`config.mk`:
```
export PLATFORM = sky130hd
export DESIGN_NAME = skew_buffer_flat
export DESIGN_NICKNAME = d
export VERILOG_FILES = /design/src/rtl/skew_buffer_pkg.sv /design/src/rtl/skew_buffer_if.sv /design/src/rtl/skew_buffer_line.sv /design/src/rtl/skew_buffer.sv /design/src/flat_wrapper.sv
export SDC_FILE = /design/constraint.sdc
export NUM_CORES = 1
export LEC_CHECK = 0
export CAP_MARGIN = 15
export CORE_MARGIN = 3
export CORE_UTILIZATION = 56
export DETAILED_ROUTE_END_ITERATION = 7
export PLACE_DENSITY = 0.85
export SLEW_MARGIN = 25
export SYNTH_ARGS = -nofsm -noshare
export SYNTH_HDL_FRONTEND = slang
export SYNTH_SLANG_ARGS = --single-unit
```
`constraint.sdc`:
```
create_clock -name clk -period 2.5 [get_ports clk]
set_input_delay 0.25 -clock clk [delete_from_list [all_inputs] [get_ports clk]]
set_output_delay 0.25 -clock clk [all_outputs]
set_load 0.05 [all_outputs]
```
`src/rtl/skew_buffer_pkg.sv`:
```
// Shared definitions for the skew buffer: FSM encoding and drain length.
package skew_buffer_pkg;

    localparam int DRAIN_CNT_W = 5;

    typedef enum logic [1:0] {
        ST_IDLE  = 2'd0,
        ST_RUN   = 2'd1,
        ST_DRAIN = 2'd2
    } state_e;

    // Cycles needed to flush the deepest channel once the last column is in.
    function automatic logic [DRAIN_CNT_W-1:0] drain_len(input int base_delay, input int num_ch);
        return DRAIN_CNT_W'(base_delay + num_ch - 1);
    endfunction

endpackage

```
`src/rtl/skew_buffer_if.sv`:
```
// Column-in / skewed-column-out bundle of the skew buffer.
interface skew_buffer_if #(
    parameter int DATA_WIDTH = 8,
    parameter int NUM_CH     = 4
);
    logic                         in_valid;
    logic                         in_last;
    logic [NUM_CH*DATA_WIDTH-1:0] data_in;
    logic                         in_ready;
    logic [NUM_CH*DATA_WIDTH-1:0] data_out;
    logic [NUM_CH-1:0]            out_valid;
    logic                         busy;
    logic                         done;

    modport master (
        output in_valid, in_last, data_in,
        input  in_ready, data_out, out_valid, busy, done
    );

    modport slave (
        input  in_valid, in_last, data_in,
        output in_ready, data_out, out_valid, busy, done
    );
endinterface

```
`src/rtl/skew_buffer_line.sv`:
```
// One channel of the skew buffer: a shift line of DEPTH stages carrying data and valid.
module skew_line #(
    parameter int DATA_WIDTH = 8,
    parameter int DEPTH      = 1
) (
    input  logic                  clk,
    input  logic                  rst_n,
    input  logic                  shift_en,
    input  logic [DATA_WIDTH-1:0] load_data,
    input  logic                  load_valid,
    output logic [DATA_WIDTH-1:0] out_data,
    output logic                  out_valid
);

    logic [DEPTH-1:0][DATA_WIDTH-1:0] data_q, data_d;
    logic [DEPTH-1:0]                 valid_q, valid_d;

    always_comb begin
        data_d  = data_q;
        valid_d = valid_q;
        if (shift_en) begin
            data_d[0]  = load_data;
            valid_d[0] = load_valid;
            for (int i = 1; i < DEPTH; i++) begin
                data_d[i]  = data_q[i-1];
                valid_d[i] = valid_q[i-1];
            end
        end
    end

    always_ff @(posedge clk or negedge rst_n) begin
        if (!rst_n) begin
            data_q  <= '0;
            valid_q <= '0;
        end else begin
            data_q  <= data_d;
            valid_q <= valid_d;
        end
    end

    assign out_data  = data_q[DEPTH-1];
    assign out_valid = valid_q[DEPTH-1];

endmodule

```
`src/rtl/skew_buffer.sv`:
```
// Skews a tile of columns so channel c lags by BASE_DELAY + c advances, then drains it.
//   state    | meaning
//   ST_IDLE  | no tile in flight, lines hold zero
//   ST_RUN   | accepting columns, lines advance on each accepted beat
//   ST_DRAIN | last column taken, lines advance every cycle with zero fill
module skew_buffer
    import skew_buffer_pkg::*;
#(
    parameter int DATA_WIDTH = 8,
    parameter int NUM_CH     = 4,
    parameter int BASE_DELAY = 1
) (
    input logic          clk,
    input logic          rst_n,
    skew_buffer_if.slave bus
);

    localparam logic [DRAIN_CNT_W-1:0] DRAIN_LEN = drain_len(BASE_DELAY, NUM_CH);

    state_e                 state_q, state_d;
    logic [DRAIN_CNT_W-1:0] cnt_q, cnt_d;
    logic                   done_q, done_d;

    logic accept;
    logic shift_en;

    logic [NUM_CH-1:0][DATA_WIDTH-1:0] line_data;
    logic [NUM_CH-1:0]                 line_valid;

    assign accept   = bus.in_valid && (state_q != ST_DRAIN);
    assign shift_en = accept || (state_q == ST_DRAIN);

    always_comb begin
        state_d = state_q;
        cnt_d   = cnt_q;
        done_d  = 1'b0;
        case (state_q)
            ST_IDLE, ST_RUN: begin
                if (accept) begin
                    if (bus.in_last) begin
                        state_d = ST_DRAIN;
                        cnt_d   = DRAIN_LEN;
                    end else begin
                        state_d = ST_RUN;
                    end
                end
            end
            ST_DRAIN: begin
                if (cnt_q == DRAIN_CNT_W'(1)) begin
                    state_d = ST_IDLE;
                    cnt_d   = '0;
                    done_d  = 1'b1;
                end else begin
                    cnt_d = cnt_q - DRAIN_CNT_W'(1);
                end
            end
            default: begin
                state_d = ST_IDLE;
                cnt_d   = '0;
            end
        endcase
    end

    always_ff @(posedge clk or negedge rst_n) begin
        if (!rst_n) begin
            state_q <= ST_IDLE;
            cnt_q   <= '0;
            done_q  <= 1'b0;
        end else begin
            state_q <= state_d;
            cnt_q   <= cnt_d;
            done_q  <= done_d;
        end
    end

    for (genvar c = 0; c < NUM_CH; c++) begin : g_line
        skew_line #(
            .DATA_WIDTH (DATA_WIDTH),
            .DEPTH      (BASE_DELAY + c)
        ) u_line (
            .clk        (clk),
            .rst_n      (rst_n),
            .shift_en   (shift_en),
            .load_data  (accept ? bus.data_in[c*DATA_WIDTH +: DATA_WIDTH] : '0),
            .load_valid (accept),
            .out_data   (line_data[c]),
            .out_valid  (line_valid[c])
        );
    end

    assign bus.data_out  = line_data;
    assign bus.out_valid = line_valid;
    assign bus.in_ready  = (state_q != ST_DRAIN);
    assign bus.busy      = (state_q != ST_IDLE);
    assign bus.done      = done_q;

endmodule

```
`src/flat_wrapper.sv`:
```
// flat-port wrapper written by rule: the top's interface ports become plain ports
module skew_buffer_flat import skew_buffer_pkg::*;
#(
    parameter int DATA_WIDTH = 8,
    parameter int NUM_CH     = 4,
    parameter int BASE_DELAY = 1
)
  (clk, rst_n, bus_in_valid, bus_in_last, bus_data_in, bus_in_ready, bus_data_out, bus_out_valid, bus_busy, bus_done);
  skew_buffer_if #(.DATA_WIDTH(DATA_WIDTH), .NUM_CH(NUM_CH)) bus_i ();
  input logic clk;
  input logic rst_n;
  input wire logic [$bits(bus_i.in_valid)-1:0] bus_in_valid;
  input wire logic [$bits(bus_i.in_last)-1:0] bus_in_last;
  input wire logic [$bits(bus_i.data_in)-1:0] bus_data_in;
  output wire logic [$bits(bus_i.in_ready)-1:0] bus_in_ready;
  output wire logic [$bits(bus_i.data_out)-1:0] bus_data_out;
  output wire logic [$bits(bus_i.out_valid)-1:0] bus_out_valid;
  output wire logic [$bits(bus_i.busy)-1:0] bus_busy;
  output wire logic [$bits(bus_i.done)-1:0] bus_done;
  assign bus_i.in_valid = bus_in_valid;
  assign bus_i.in_last = bus_in_last;
  assign bus_i.data_in = bus_data_in;
  assign bus_in_ready = bus_i.in_ready;
  assign bus_data_out = bus_i.data_out;
  assign bus_out_valid = bus_i.out_valid;
  assign bus_busy = bus_i.busy;
  assign bus_done = bus_i.done;
  skew_buffer #(.DATA_WIDTH(DATA_WIDTH), .NUM_CH(NUM_CH), .BASE_DELAY(BASE_DELAY)) u_core (.clk(clk), .rst_n(rst_n), .bus(bus_i));
endmodule
```
-- Word-level counts from Yosys, hierarchy flattened
Cells that the tools add are included.
- output and inout bits: 39
- word-level logic and storage cells: 46
- input port bits: 36
- register bits: 98
- mux-type cells: 14
- add/sub/neg operators: 1
- reduce and logical (&&, ||, !) cells: 7
- equal/unequal tests: 7
- operator list (cell ; count):
    8-bit two-way mux ; 4
    5-bit two-way mux ; 3
    5-bit one-hot mux with 2 select lines ; 1
    2-bit two-way mux ; 3
    2-bit inequality test, second input constant ; 3
    5-bit by 1-bit == test with 1-bit output, second input constant ; 1
    5-bit by 1-bit subtractor with 5-bit output, second input constant ; 1
    2-bit one-hot mux with 2 select lines ; 1
    2-bit AND reduction ; 2
    2-bit by 1-bit == test with 1-bit output, second input constant ; 1
    2-bit == test, second input constant ; 1
    2-bit logical NOT ; 1
    1-bit two-way mux ; 2
    2-bit by 1-bit inequality test with 1-bit output, second input constant ; 1
    2-bit nonzero test ; 1
    2-bit OR reduction ; 1
    1-bit logical AND ; 1
    1-bit logical OR ; 1

-- Depth between registers and ports, before layout
Gate-level depths: netlist of run 1.
- word-level depth: 4
- mapped depth: 5
- mapped depth without buffers: 5

-- Hierarchy
Synthesis of run 1 repeated with hierarchy kept, for this count alone.
- cell total of the unflattened synthesis: 296
- area total of the unflattened synthesis: 4531.8 µm²
- modules (own cells, without submodules) (module ; sequential area each (µm²) ; instances ; cells each ; area each (µm²)):
    skew_line (u_core.g_line[3].u_line) ; 900.9 ; 1 ; 84 ; 1550.2
    skew_line (u_core.g_line[2].u_line) ; 675.6 ; 1 ; 65 ; 1166.1
    skew_line (u_core.g_line[1].u_line) ; 450.4 ; 1 ; 46 ; 782.0
    skew_buffer ; 200.2 ; 1 ; 82 ; 661.9
    skew_line (u_core.g_line[0].u_line) ; 225.2 ; 1 ; 19 ; 371.6

-- Least setup slack after synthesis of run 1
OpenSTA, ideal clock, no wires.
- path kind: register to register
- start: register u_core.state_q[1]
- end: register u_core.cnt_q[1]
- required time: 2358 ps
- path buffers: 2
- slack: 1067 ps
- cell stages (with the launch flop): 6
- arrival time: 1291 ps
- clock period less this slack: 1433 ps
- setup time: 142 ps
- cell sequence: dfrtp_1 > nor2b_2 > buf_6 > buf_2 > inv_1 > o21ai_0
- longest elaborated chain between the ends: 4
- elaborated cells between the ends (all ways): 10
- classes of those cells: eq/ne (5); mux (1); reduce/logical (4)
- ends and longest elaborated chain (element ; line ; text):
    from (decl) ; skew_buffer.sv:20 ; state_e state_q, state_d;
    from (signal assigned) ; skew_buffer.sv:70 ; state_q <= state_d;
    2-bit inequality test ; - ;
    via bus_in_ready ; flat_wrapper.sv:15 ; output wire logic [$bits(bus_i.in_ready)-1:0] bus_in_ready;
    1-bit logical AND ; skew_buffer.sv:30 ; assign accept = bus.in_valid && (state_q != ST_DRAIN);
    2-bit by 1-bit inequality test with 1-bit output (no source line) ; - ;
    2-bit AND reduction (no source line) ; - ;
    to (signal assigned) ; skew_buffer.sv:71 ; cnt_q <= cnt_d;
    to (decl) ; skew_buffer.sv:21 ; logic [DRAIN_CNT_W-1:0] cnt_q, cnt_d;
The timed path passes the listed nets, and every way through them passes these cells.
A chain may end at the register's enable or synchronous reset.

-- Worst setup path in the final report of run 1
- start: register u_core.state_q[1]
- end: output bus_in_ready
- longest elaborated chain between the ends: 1
- ends and longest elaborated chain (element ; line ; text):
    2-bit inequality test ; skew_buffer.sv:93 ; assign bus.in_ready = (state_q != ST_DRAIN);
    to (decl) ; flat_wrapper.sv:15 ;
Every way passes these cells.

==> flow_summary.yaml, run 1 <==
floorplanning:
  start_util_pct: 58.8
  rows: 30
  fp.dieArea_um2: 8310
  core_area_um2: 6910
  die_y_um: 91.2
  die_x_um: 91.2
  ios: 75
grt:
  gr-usage-met2_pct: 28.7
  grt_busiest_layer: "met2"
  use_met1_pct: 24.7
  antenna_found_initial: 0
  track_usage_pct: 18.7
  grt_overflow_total: 0
  grt_start_max_net_pins: 48
  grtUsageMet3_pct: 5.80
  grt_pass1_wl_um: 12000
  grt_pass1_vias: 2349
routing:
  viasPerCell: 5.15
  dr.pass1.iters: 4
  routedWlPerCell_um: 16.3
  routed_wl_um: 7100
  antenna_left: 0
  drc_errors: 0
  num_vias: 2245
  drt_iter0_drc: 70
yosys:
  yosysUniqueCellTypes: 25
  synth-seq-cells: 92
  synthCells: 285
  ys_seq_area_share_pct: 56.7
  synth.avg_cell_area_um2: 14.3
  synth.net_count: 323
  synth_area_um2: 4060
  ys_warn_count: 0
worst_hold_path:
  hp-class: "in -> async"
worst_setup_path:
  cp.required_ns: 2.25
  r2r.worst_path.cells: 4
  cp-start-kind: "flip-flop"
  path_class: "reg -> out"
  worst-path-buf-inv: 2
  worst-path-max-fanout: 6
  cp.depth: 3
  crit_slowest_cell: "clkdlybuf4s50_1"
  max_stage_delay_ns: 0.81
  cp.arrival_ns: 1.86
  cp_top_family: "buffers and inverters"
  end_kind: "output pin"
  cp_cell_sequence: "nor2b_4, inv_1, clkdlybuf4s50_1"
timing:
  finalCriticalPeriod_ns: 2.11
  hold_viol_final: 0
  setup_viol: 0
  finalCritPeriodShare_pct: 84.4
  slew_headroom_pct: 61.0
  worst_pin_slew_ns: 0.585
  finalSetupTns_ns: 0
  slew_violations: 0
  worst_clock_skew_ns: 0.00829
  fmax_mhz: 474
  rsz0062_at_grt: "no"
placed_design:
  hpwl_um: 4820
  routabilityCongestion: 0.731
  io_buffers: 74
clock_network:
  cts_setup_buffers: 0
  tritoncts: "yes"
  clock_sinks: 92
  clk_path_buf_depth: 2
  root_buffer: "clkbuf_8"
  path_clk_slew_ns: 0.09
  worstSkewPairLatency_ns: 0.36
  htreeDepth: 3
  numCtsBuffers: 9
finish:
  final_common_cell: "dfrtp_1"
  syn_to_final_growth_pct: 20.9
  drive_above_1_share_pct: 22.9
  n_antenna_cell: 0
  num-nets-final: 373
  layout_common_cells: "92 x dfrtp_1, 72 x clkdlybuf4s50_1, 50 x mux2_4"
power_and_ir_drop:
  cellLeakagePower_nw: 2.35
  p_total_w: 0.00653
  powerDensity_nw_per_um2: 1330
  ir_worst_vdd_v: 0.000749
run_status:
  status: "finished clean"
job:
  drv_cap: 0
per-layer routing:
layer / vias up / part of all wire [%]
li1: 1030 / -
met1: 1142 / 44
met2: 63 / 49
met3: 10 / 4.4
met4: 0 / 1.9
met5: - / 0
flip-flops by register name, indices dropped and copies added, names as in the netlist:
name	count
u_core.bus.done	1
u_core.cnt_q	5
u_core.g_line.u_line.data_q	48
u_core.g_line.u_line.out_data	32
u_core.g_line.u_line.valid_q	4
u_core.state_q	2
report_power, final:
part           switching (W)  total (W)  internal [W]
Sequential          0.000399    0.00248       0.00209
Clock               0.000502    0.00112      0.000619
Combinational        0.00160    0.00292       0.00132
path summary, 6_finish.rpt:
kind / slack, ns / endpoint / startpoint
min reg2reg: 0.51 / u_core.g_line[2].u_line.data_q[8]$_DFFE_PN0P_ / u_core.g_line[2].u_line.data_q[0]$_DFFE_PN0P_
max: 0.39 / bus_in_ready / u_core.state_q[1]$_DFFE_PN0P_
min in group clk: 0.45 / u_core.state_q[1]$_DFFE_PN0P_ / bus_in_valid
max in group asynchronous: 1.43 / u_core.g_line[1].u_line.data_q[1]$_DFFE_PN0P_ / rst_n
min: 0.42 / u_core.g_line[2].u_line.data_q[14]$_DFFE_PN0P_ / rst_n
max reg2reg: 0.93 / u_core.g_line[2].u_line.data_q[14]$_DFFE_PN0P_ / u_core.state_q[1]$_DFFE_PN0P_
synthesized netlist by cell type:
cell type	count	area, µm²
buf_6	1	11.3
nand2_1	7	26.3
mux2i_1	32	320
dfrtp_1	92	2300
o21a_1	1	7.51
clkbuf_1	3	11.3
o311ai_0	2	17.5
or4b_1	1	10.0
or2_2	1	6.26
nor2_8	1	20.0
ha_1	2	25.0
nand3_1	5	25.0
nor4b_1	1	8.76
mux2_2	1	11.3
buf_8	5	75.1
nor2b_2	1	8.76
a21oi_1	2	10.0
buf_2	4	20.0
buf_4	29	218
inv_1	4	15.0
nor2_1	35	131
mux2_4	50	751
a2bb2oi_1	1	8.76
nor4_1	1	6.26
o21ai_0	3	15.0
area by class of cell:
class	count	area, µm²
Timing Repair Buffer	81	826
Inverter	4	15.0
Sequential cell	92	2300
Multi-Input combinational cell	147	1410
Tap cell	96	120
Clock buffer	11	151
Fill cell	487	1990
Clock inverter	5	83.8
kinds of logic after synthesis:
kind of cell | share of synthesized area [%]
flip-flops | 56.7
AO/OA/AOI/OAI | 1.45
buffers and inverters | 8.63
multiplexers | 26.6
adder cells (fa/ha/maj) | 0.616
AND/OR/NAND/NOR | 5.98
through the flow:
stage | cells | utilization [%] | instance area, µm² | setup slack (ns) | hold WS (ns)
2_1_floorplan | 285 | - | 4060 | 1.07 | -0.0456
3_3_place_gp | 419 | 67.6 | 4670 | 0.794 | 0.286
3_5_place_dp | 419 | 67.6 | 4670 | 0.763 | 0.286
4_1_cts | 436 | 71.1 | 4910 | 0.361 | 0.427
6_report | 436 | 71.1 | 4910 | 0.390 | 0.425
5_1_grt | 436 | 71.1 | 4910 | 0.284 | 0.464
repair_timing:
item,4_1_cts,5_1_grt
hold endpoints to repair,45,0
gates resized for setup,0,0
hold buffers,1,0
(Power assumes the default switching activity.)
==> run 2: changes to the inputs <==
- CORE_UTILIZATION: 56 -> 47
- PLACE_DENSITY: 0.85 -> 0.76
- clock period: 2.5 -> 1.8 ns (I/O delays scaled with it)
==> run 2 against run 1 <==
Against the previous run: die area up 18%; non-clock buffer count up 3; worst hold slack lost 0.093 ns; sequential share of layout area fell by 0.18 points; sequential power rose by 38%; highest routed layer unchanged; largest cell class unchanged; critical endpoint is now bus_out_valid[1].
==> flow_summary.yaml, run 2 (synthesis results as in run 1) <==
power_and_ir_drop:
  p_total_w: 0.00900
  p_sw_w: 0.00346
  powerDensity_nw_per_um2: 1820
  cellLeakagePower_nw: 2.37
  pwr-share-clk_pct: 16.9
  pwr-share-seq_pct: 38.0
  p_int_w: 0.00554
  ir_worst_vdd_v: 0.000878
  combPwrFrac_pct: 45.1
  switching_share_pct: 38.4
timing:
  fmax_mhz: 577
  slew_violations: 0
  finalSetupTns_ns: 0
  worst_pin_slew_ns: 0.515
  worst_clock_skew_ns: 0.00909
  slew_headroom_pct: 65.5
  rsz0062_at_grt: "no"
  finalCriticalPeriod_ns: 1.73
  hold_viol_final: 0
  setup_viol: 0
  finalCritPeriodShare_pct: 96.3
finish:
  top_register: "u_core.g_line.u_line.data_q"
  drive_above_1_share_pct: 24.5
  largest_reg_flops: 48
  layout_common_cells: "92 x dfrtp_1, 69 x clkdlybuf4s50_1, 50 x mux2_4"
  fill_cells: 666
  num-nets-final: 376
  syn_to_final_growth_pct: 21.4
  final_common_cell: "dfrtp_1"
  n_antenna_cell: 0
routing:
  num_vias: 2198
  drc_errors: 0
  viasPerCell: 4.91
  routedWlPerCell_um: 15.0
  antenna_left: 0
  routed_wl_um: 6710
  dr.pass1.iters: 4
  drt_iter0_drc: 37
grt:
  track_usage_pct: 14.7
  grt_pass1_vias: 2275
  antenna_found_initial: 0
  grt_start_max_net_pins: 40
  grt_pass1_wl_um: 11500
  grt_overflow_total: 0
floorplanning:
  fp.dieArea_um2: 9790
  core_area_um2: 8300
  die_x_um: 99.0
  rows: 33
  ios: 75
  die_y_um: 99.0
  start_util_pct: 48.9
worst_setup_path:
  r2r.worst_path.cells: 5
  cp_top_family: "buffers and inverters"
  cp.depth: 1
  worst-path-buf-inv: 1
  crit_slowest_cell: "clkdlybuf4s50_1"
  cp_cell_sequence: "clkdlybuf4s50_1"
  setup.worst_path.start: "u_core.g_line[3].u_line.valid_q[1]$_DFFE_PN0P_"
  cp-start-kind: "flip-flop"
  max_stage_delay_ns: 0.82
  cp.required_ns: 1.62
  cp.arrival_ns: 1.55
  worst-path-max-fanout: 3
  end_kind: "output pin"
  path_class: "reg -> out"
  rr_startpoint: "u_core.cnt_q[1]$_DFFE_PN0P_"
clock_network:
  htreeDepth: 3
  clk_path_buf_depth: 2
  worstSkewPairLatency_ns: 0.34
  path_clk_slew_ns: 0.09
  tritoncts: "yes"
  root_buffer: "clkbuf_8"
  clock_sinks: 92
  numCtsBuffers: 9
run_status:
  status: "finished clean"
job:
  drv_cap: 0
placed_design:
  routabilityCongestion: 0.716
  hpwl_um: 4590
  io_buffers: 74
worst_hold_path:
  hp-class: "in -> async"
-- run 2: cell count changes in the layout (fill, tap and decap cells not counted), sizes merged --
cell           before  now
clkinvlp            2    0
clkdlybuf4s50      72   69
buf                 8   14
inv                 4    7
clkinv              1    2
clkbuf             11    9
-- run 2: cell type report --
cell class | instances | area (µm²) | area share (%)
inverters | 4 | 15.0 | 0.304
repair buffers | 84 | 848 | 17.2
multi-input cells | 147 | 1410 | 28.7
flip-flops and latches | 92 | 2300 | 46.7
clock buffers | 9 | 124 | 2.51
well taps | 105 | 131 | 2.66
clock inverters | 7 | 96.3 | 1.95
-- run 2: final timing paths --
check                                                                  end  slack [ns]
hold reg to reg                                u_core.cnt_q[2]$_DFFE_PN0P_        0.50
max in group asynchronous   u_core.g_line[3].u_line.data_q[12]$_DFFE_PN0P_        0.83
hold / removal             u_core.g_line[2].u_line.out_data[4]$_DFFE_PN0P_        0.33
setup reg to reg                               u_core.cnt_q[4]$_DFFE_PN0P_        0.30
setup / recovery                                          bus_out_valid[1]        0.07
min in group clk                             u_core.state_q[1]$_DFFE_PN0P_        0.39
-- run 2: power groups by stage --
stage	clock (W)	combinational [W]	sequential [W]
floorplan	0	0.00322	0.00352
global placement	0	0.00398	0.00342
detailed placement	0	0.00405	0.00346
CTS	0.00157	0.00407	0.00343
global route	0.00166	0.00428	0.00354
finish	0.00152	0.00406	0.00342
-- run 2: what timing repair did --
item | CTS | global route
buffers inserted | 0 | 1
endpoints found under the setup margin | 1 | 1
hold buffers | 1 | 0
resized for setup | 1 | 1
hold endpoints to repair | 36 | 0
-- run 2: per-layer routing --
| layer | global-route usage, % | wire [µm] | up-vias | part of all wire (%) |
|---|---|---|---|---|
| met4 | 5.78 | 69 | 0 | 1.0 |
| li1 | - | - | 1046 | - |
| met3 | 3.33 | 328 | 7 | 4.9 |
| met1 | 20.7 | 3180 | 1097 | 47 |
| met5 | 0 | 0 | - | 0 |
| met2 | 22.1 | 3130 | 48 | 47 |
-- run 2: per-stage QoR --
stage	hold slack [ns]	cell area [µm²]	setup slack [ns]	utilization (%)	instances
after global routing	0.365	4930	0.0113	59.4	448
final	0.332	4930	0.0671	59.4	448
after detailed placement	0.180	4690	0.323	56.5	430
after floorplan	-0.116	4060	0.367	-	285
after CTS	0.339	4920	0.0342	59.3	447
after global placement	0.176	4690	0.364	56.5	430
==> run 3: changes to the inputs <==
- CELL_PAD_IN_SITES_DETAIL_PLACEMENT: not set -> 0
- CELL_PAD_IN_SITES_GLOBAL_PLACEMENT: not set -> 2
- CORE_UTILIZATION: 47 -> 32
- GPL_TIMING_DRIVEN: not set -> 0
- PLACE_DENSITY: 0.76 -> 0.75
==> run 3 against run 2 <==
Against the previous run: global-route usage is 3.1 points lower; clock power up 18%; worst setup slack got worse by 0.027 ns; largest cell class unchanged.
==> flow_summary.yaml, run 3 (synthesis results as in run 1) <==
run_status:
  status: "finished clean"
floorplanning:
  start_util_pct: 33.3
  die_y_um: 119
  core_area_um2: 12200
  fp.dieArea_um2: 14100
  rows: 40
  ios: 75
  die_x_um: 119
timing:
  rsz0062_at_grt: "no"
  setup_viol: 0
  slew_headroom_pct: 59.9
  finalCriticalPeriod_ns: 1.76
  fmax_mhz: 568
  worst_pin_slew_ns: 0.602
  hold_viol_final: 0
  slew_violations: 0
  finalCritPeriodShare_pct: 97.8
  worst_clock_skew_ns: 0.00458
placed_design:
  routabilityCongestion: 0.672
  io_buffers: 73
  hpwl_um: 5230
  post_dp_cell_area_um2: 5030
clock_network:
  htreeDepth: 3
  path_clk_slew_ns: 0.07
  root_buffer: "clkbuf_16"
  worstSkewPairLatency_ns: 0.33
  tritoncts: "yes"
  numCtsBuffers: 9
  clk_path_buf_depth: 2
  cts_setup_buffers: 0
  clock_sinks: 92
power_and_ir_drop:
  cellLeakagePower_nw: 2.81
  powerDensity_nw_per_um2: 1790
  ir_worst_vdd_v: 0.000947
finish:
  fill_cells: 1189
  finish.instance_area_um2: 5370
  post-route-util_pct: 44.0
  top_register: "u_core.g_line.u_line.data_q"
  largest_reg_flops: 48
  drive_above_1_share_pct: 30.1
  layout_common_cells: "91 x dfrtp_1, 50 x mux2_4, 45 x clkdlybuf4s50_1"
  final_common_cell: "dfrtp_1"
  n_antenna_cell: 0
  syn_to_final_growth_pct: 32.2
  num-nets-final: 409
job:
  drv_cap: 0
worst_setup_path:
  setup.worst_path.start: "u_core.g_line[1].u_line.out_data[6]$_DFFE_PN0P_"
  path_class: "reg -> out"
  crit_slowest_cell: "clkdlybuf4s50_1"
  cp-start-kind: "flip-flop"
  end_kind: "output pin"
  cp.required_ns: 1.62
  cp_cell_sequence: "buf_4, clkdlybuf4s50_1"
  cp.arrival_ns: 1.58
  worst-path-max-fanout: 2
  rr_startpoint: "u_core.state_q[1]$_DFFE_PN0P_"
  max_stage_delay_ns: 0.79
grt:
  grt_pass1_vias: 2421
  grt_pass1_wl_um: 13000
  grt_start_max_net_pins: 59
  grt_overflow_total: 0
  antenna_found_initial: 0
  track_usage_pct: 11.6
routing:
  routed_wl_um: 7740
  dr.pass1.iters: 4
  drc_errors: 0
  drt_iter0_drc: 72
  viasPerCell: 4.23
  num_vias: 2300
  routedWlPerCell_um: 14.2
  antenna_left: 0
worst_hold_path:
  holdCritStartpoint: "bus_in_valid"
  hp-class: "in -> reg"
[run 3: cell count changes in the layout (fill, tap and decap cells not counted), sizes merged]
| cell | delta |
|---|---|
| clkbuf | +4 |
| clkinv | -1 |
| dlygate4sd2 | +7 |
| clkinvlp | +2 |
| bufinv | -2 |
| buf | +28 |
| clkdlybuf4s50 | -24 |
| dlymetal6s2s | +19 |
[run 3: stage by stage]
| stage | setup slack (ns) | hold WS, ns | instances | total power (W) | TNS, ns |
|---|---|---|---|---|---|
| final | 0.0400 | 0.283 | 544 | 0.00962 | 0 |
| after global routing | 0.00166 | 0.307 | 544 | 0.0102 | 0 |
| after CTS | -0.135 | 0.278 | 544 | 0.00979 | -0.135 |
| after detailed placement | -0.184 | 0.0988 | 527 | 0.00800 | -0.184 |
| after global placement | -2.95 | 0.485 | 526 | 0.00791 | -271.43 |
| after floorplan | 0.367 | -0.116 | 285 | 0.00675 | 0 |
[run 3: per-layer routing]
| metal | up-vias | global-route usage, % | routed length (µm) |
|---|---|---|---|
| li1 | 1112 | - | - |
| met4 | 0 | 3.69 | 112 |
| met3 | 8 | 4.02 | 420 |
| met1 | 1124 | 16.5 | 3930 |
| met5 | - | 0 | 0 |
| met2 | 56 | 16.4 | 3280 |
[run 3: final timing paths]
path                       cells past startpoint  slack (ns)                                         endpoint
min                                            3        0.28    u_core.g_line[3].u_line.data_q[7]$_DFFE_PN0P_
max reg2reg                                    5        0.26  u_core.g_line[2].u_line.out_data[3]$_DFFE_PN0P_
max in group asynchronous                      3        0.89    u_core.g_line[3].u_line.data_q[5]$_DFFE_PN0P_
max                                            2        0.04                                 bus_data_out[14]
min in group asynchronous                      2        0.31   u_core.g_line[2].u_line.data_q[12]$_DFFE_PN0P_
min reg2reg                                    1        0.50                      u_core.cnt_q[2]$_DFFE_PN0P_
[run 3: critical path: cells and delay by family (launching register included)]
kind / cells / cell delay, ns
buffers and inverters: 2 / 0.90
flip-flops: 1 / 0.36
[run 3: what timing repair did]
action,4_1_cts,5_1_grt
pin swaps,0,0
setup endpoints to repair,8,20
hold buffers,1,0
resized for setup,10,25
endpoints found under the hold margin,34,0
[run 3: layout make-up]
| type | instances | area [µm²] | area share [%] |
|---|---|---|---|
| clock inverters | 6 | 46.3 | 0.862 |
| multi-input cells | 147 | 1410 | 26.2 |
| repair buffers | 75 | 810 | 15.1 |
| inverters | 4 | 15.0 | 0.280 |
| clock buffers | 10 | 239 | 4.45 |
| well taps | 168 | 210 | 3.92 |
| plain buffers | 42 | 335 | 6.25 |
| flip-flops and latches | 92 | 2300 | 42.9 |
[run 3: where the power goes]
part,switching [W],leakage (nW),internal [W]
Sequential,0.000511,1.16,0.00290
Combinational,0.00229,1.52,0.00212
Clock,0.000816,0.136,0.000987
Total,0.00361,2.81,0.00601
==> RTL edit 1: new RTL, config.mk and constraints of run 2 <==
Change the package constant `DRAIN_CNT_W` from 5 to 10.
--- a/src/rtl/skew_buffer_pkg.sv
+++ b/src/rtl/skew_buffer_pkg.sv
@@ -2,5 +2,5 @@
 package skew_buffer_pkg;
 
-    localparam int DRAIN_CNT_W = 5;
+    localparam int DRAIN_CNT_W = 10;
 
     typedef enum logic [1:0] {
Behaviour: same outputs for any inputs over 10 cycles, from zero or initial values and one cycle with rst_n low; that may be too few to reach the edited logic, so the function may still have changed.
==> RTL edit 1 against run 2 <==
- final area rose by 0.94%
- power decreased by 0.41%
- non-clock buffer count rose by 1
- sequential share of layout area up 2.1 points
- largest cell class unchanged
- area after synthesis rose by 0.25%
- worst setup slack better by 0.012 ns
- utilization up 0.56 points
- sequential cell count rose by 5
- routed wire length rose by 3.9%
==> RTL edit 1: results (changes against run 2) <==
The number of flip-flops under the largest register name works out to 48 (unchanged). The cell type of the slowest stage on the worst timing path was clkdlybuf4s50_1 (unchanged). The register containing the most flip-flops in the final layout was u_core.g_line.u_line.data_q (unchanged).

The initial standard-cell utilization of the core is 49.1% (was 48.9%). Maximum number of pins on one net before global-route repair: 47 (was 40). The total global routing track utilization came out at 15.5% (was 14.7%). The number of violations reported at the end of detailed-routing iteration 0 is 82 (was 37), and the share of flip-flops with an asynchronous set or reset is 100% (unchanged). The sequential element share of the synthesized area was 59.6% (was 56.7%); the register clock-pin slew on the reported worst setup and hold paths was 0.09 ns (about the same).

The run finished with clean final reports. The path category of the worst min-delay check was input pin to register (was input pin to async pin). For the number of distinct standard cells referenced by the synthesized netlist, the log shows 29 (was 25). The number of buffers on the longest clock path is 2 (unchanged), and the multiplexer share of the synthesized area is 22.0% (was 26.6%). The leakage power figure was 2.31 nW (was 2.37 nW); the share of synthesized cell area in full adder, half adder and majority cells was 0.615% (was 0.616%). The run gives 1.05 mV (was 0.878 mV) as the maximum vdd ir drop. The wire length of the first global-routing pass is 12.2 mm (was 11.5 mm). The max-slew violation count came out at 0 (unchanged).

The share of the synthesized netlist area taken by xor and xnor gates was 1.51% (was 0%). Post-CTS setup buffer count: 0 (unchanged). The via density per instance was 4.93 (was 4.91); the CTS buffer count was 9 (unchanged). The logs give 4 (unchanged) for the count of TritonRoute iterations in the first routing pass and 346 (was 323) for the total nets after synthesis.

The share of layout cells above drive strength 1 is 23.4% (was 24.5%). The net count reported at finish is 401 (was 376), and the via count of the first global-routing pass is 2,547 (was 2,275). The number of warnings issued by yosys came out at 0 (unchanged). The worst slew slack as a fraction of its limit was 58.4% (was 65.5%); the wire length per cell after detailed routing was 14.7 um (was 15.0 um).

Commonest cells post-synth: dfrtp_1 (97), mux2_2 (47), nor2_1 (44) (was dfrtp_1 (92), mux2_4 (50), nor2_1 (35)). Top cells by area in the synthesized netlist: dfrtp_1 (60%), mux2_2 (13%), mux2i_1 (7.9%) (was dfrtp_1 (57%), mux2_4 (18%), mux2i_1 (7.9%)). Family with the most delay on the worst path: buffers and inverters (unchanged).

The number of antenna violations at the first check in global routing is 0 (unchanged), and the number of filler instances in the final layout is 663 (was 666). The tools report the HPWL after detailed placement as 4.71 mm (was 4.59 mm). The clock root buffer was clkbuf_8 (unchanged). The maximum fanout encountered on the critical timing path works out to 3 (unchanged). The area fraction in compound gates after synthesis is 1.41% (was 1.45%), and the diode insertion count for antenna repair is 0 (unchanged). The worst clock skew on the final layout is 0.0134 ns (was 0.00909 ns). Data arrives at the worst endpoint at 1.54 ns. The number of setup violations in the final report is 0 (unchanged).

The run gives 3 (unchanged) as the CTS H-tree depth. The global placer's final weighted congestion is 0.733 (was 0.716). The run gives 8300 um2 (unchanged) as the core region area.
## RTL edit 1: cell families (layout without fill, tap and decap cells)
| group | count (synthesis) | in the layout |
|---|---|---|
| DFF | 97 | 97 |
| xor gates and xnor gates | 7 | 7 |
| AOI/OAI and AO/OA | 10 | 10 |
| adders and majority gates | 2 | 2 |
| muxes | 83 | 83 |
| buffers and inverters | 44 | 104 |
| and+or+nand+nor | 65 | 65 |
## RTL edit 1: path summary, 6_finish.rpt
check                                                   start                                   to  slack [ns]  cells past startpoint
setup / recovery           u_core.g_line[3].u_line.valid_q[1]                     bus_out_valid[1]        0.08                      1
hold / removal                                   bus_in_valid                    u_core.state_q[1]        0.13                      3
setup reg to reg                              u_core.cnt_q[0]                      u_core.cnt_q[9]        0.18                      4
hold reg to reg             u_core.g_line[1].u_line.data_q[7]  u_core.g_line[1].u_line.out_data[7]        0.49                      1
max in group asynchronous                               rst_n                    u_core.state_q[1]        0.86                      3
min in group asynchronous                               rst_n  u_core.g_line[3].u_line.out_data[1]        0.32                      2
## RTL edit 1: layout make-up
type	count	area share, %
clock buffers	11	2.64
multi-input cells	167	27.6
repair buffers	85	16.8
inverters	3	0.226
flip-flops and latches	97	48.8
clock inverters	5	1.28
well taps	105	2.64
## RTL edit 1: stage by stage
stage          worst slack, ns  cells  util, %  total power, W  instance area [um2]
2_1_floorplan            0.256    308        -         0.00670                 4070
3_3_place_gp             0.250    456     57.4         0.00755                 4770
3_5_place_dp             0.200    456     57.4         0.00767                 4770
4_1_cts                0.00509    473     59.9         0.00909                 4970
5_1_grt                0.00753    473     60.0         0.00954                 4980
6_report                0.0794    473     60.0         0.00896                 4980
## RTL edit 1: power by group
| group | switching (W) | internal [W] |
|---|---|---|
| clock | 0.000715 | 0.000654 |
| combinational | 0.00234 | 0.00168 |
| sequential | 0.000517 | 0.00306 |
| total | 0.00357 | 0.00539 |
## RTL edit 1: repair_timing
| item | in CTS | in global routing |
|---|---|---|
| endpoints found under the setup margin | 0 | 1 |
| gates resized for setup | 0 | 2 |
| hold buffers | 1 | 0 |
| hold endpoints to repair | 35 | 0 |
## RTL edit 1: routing by layer
| layer | part of all wire (%) | GRT usage [%] |
|---|---|---|
| met5 | 0 | 0 |
| met4 | 0.93 | 4.41 |
| met3 | 5.5 | 4.39 |
| met2 | 49 | 25.1 |
| met1 | 44 | 20.6 |
==> RTL edit 2: new RTL, config.mk and constraints of run 2 <==
Made on the original files. Encoding of `state_e`: now one-hot (3 bits for 3 states).
--- a/src/rtl/skew_buffer_pkg.sv
+++ b/src/rtl/skew_buffer_pkg.sv
@@ -4,8 +4,8 @@
     localparam int DRAIN_CNT_W = 5;
 
-    typedef enum logic [1:0] {
-        ST_IDLE  = 2'd0,
-        ST_RUN   = 2'd1,
-        ST_DRAIN = 2'd2
+    typedef enum logic [2:0] {
+        ST_IDLE  = 3'b001,
+        ST_RUN   = 3'b010,
+        ST_DRAIN = 3'b100
     } state_e;
 
Behaviour: same outputs for any inputs over 10 cycles, from zero or initial values and one cycle with rst_n low; not proved beyond that.
==> RTL edit 2 against run 2 <==
- area after synthesis down 4.3%
- routed wire length increased by 3.7%
- worst setup slack improved by 0.0019 ns
- power decreased by 6.3%
- sequential cell count increased by 1
- largest power group unchanged
- utilization is 2.0 points higher
- critical path depth stayed put
- critical path type unchanged
- final area shrank 1.7%
- global-route usage up 1.3 points
- via count increased by 4.9%
- first-iteration DRC count is 59% higher
- hold slack worse by 0.10 ns
- synthesized cell count rose by 2.8%
==> RTL edit 2: results (changes against run 2) <==
The run finished with clean final reports. The mean instance size in the synthesized netlist is 13.3 um2 (was 14.3 um2), and the met3 usage in global routing is 4.61% (was 3.33%). The logs give 4.69 mm (was 4.59 mm) for the HPWL after detailed placement and 3.52 mm (was 3.13 mm) for the met2 wirelength from detailed routing.

The maximum number of pins on one net before global-route repair came out at 41 (was 40). The total placed cells including tap cells is 436 (was 430), and the insertion delay of the later-clocked pin in the worst-skew pair is 0.36 ns (was 0.34 ns). The total global routing track utilization was 16.0% (was 14.7%).

The area fraction in compound gates after synthesis was 1.67% (was 1.45%); the wire length per cell after detailed routing was 15.3 um (was 15.0 um). The wire length of the first global-routing pass is 12.2 mm (was 11.5 mm). The via count of the first global-routing pass was 2,552 (was 2,275); the multiplexer share of the synthesized area was 23.0% (was 26.6%). The post-CTS setup buffer count is 1 (was 0).

Commonest cells post-synth: dfrtp_1 (92), mux2_2 (47), nor2_1 (39) (was dfrtp_1 (92), mux2_4 (50), nor2_1 (35)). The detailed-routing wirelength on met1 came out at 2.99 mm (was 3.18 mm). For the total via count in the routed design, the log shows 2,305 (was 2,198).

For the post-cts repair resize count, the log shows 0 (was 1). Reg-to-reg critical path endpoint: u_core.g_line[2].u_line.out_data[6] (was u_core.cnt_q[4]). The tools report the start of the worst register-to-register path as u_core.state_q[0] (was u_core.cnt_q[1]). The via density per instance was 5.07 (was 4.91); the maximum vdd ir drop was 1.09 mV (was 0.878 mV). The sequential element share of the synthesized area is 59.9% (was 56.7%), and the count of TritonRoute iterations in the first routing pass is 6 (was 4). For the number of filler instances in the final layout, the log shows 639 (was 666). The share of layout cells above drive strength 1 was 23.8% (was 24.5%); the share of the synthesized netlist area taken by xor and xnor gates was 0.225% (was 0%).

The number of distinct standard cells referenced by the synthesized netlist came out at 28 (was 25). The destination of the critical timing path was bus_data_out[5] (was bus_out_valid[1]). The launching instance or port of the critical path is u_core.g_line[0].u_line.out_data[5] (was u_core.g_line[3].u_line.valid_q[1]).
==> RTL edit 2: power by group <==
part / switching (W) / internal [W]
Clock: 0.000721 / 0.000690
Sequential: 0.000475 / 0.00292
Combinational: 0.00214 / 0.00149
Total: 0.00334 / 0.00509
==> RTL edit 2: metrics by stage <==
stage / hold slack [ns] / power, W / area (um2) / setup WS (ns)
after detailed placement: 0.0753 / 0.00700 / 4580 / 0.0530
after CTS: 0.220 / 0.00849 / 4830 / 0.0192
after global routing: 0.254 / 0.00891 / 4850 / 0.00321
after floorplan: -0.116 / 0.00621 / 3890 / 0.167
after global placement: 0.0698 / 0.00688 / 4580 / 0.125
final: 0.228 / 0.00843 / 4850 / 0.0690
==> RTL edit 2: final cells by class <==
| class | count | share of cell area [%] |
|---|---|---|
| clock buffer | 10 | 2.84 |
| clock inverter | 6 | 1.42 |
| inverter | 6 | 0.465 |
| multi-input combinational | 153 | 26.4 |
| sequential | 93 | 48.1 |
| tap | 102 | 2.63 |
| timing repair buffer | 85 | 18.2 |
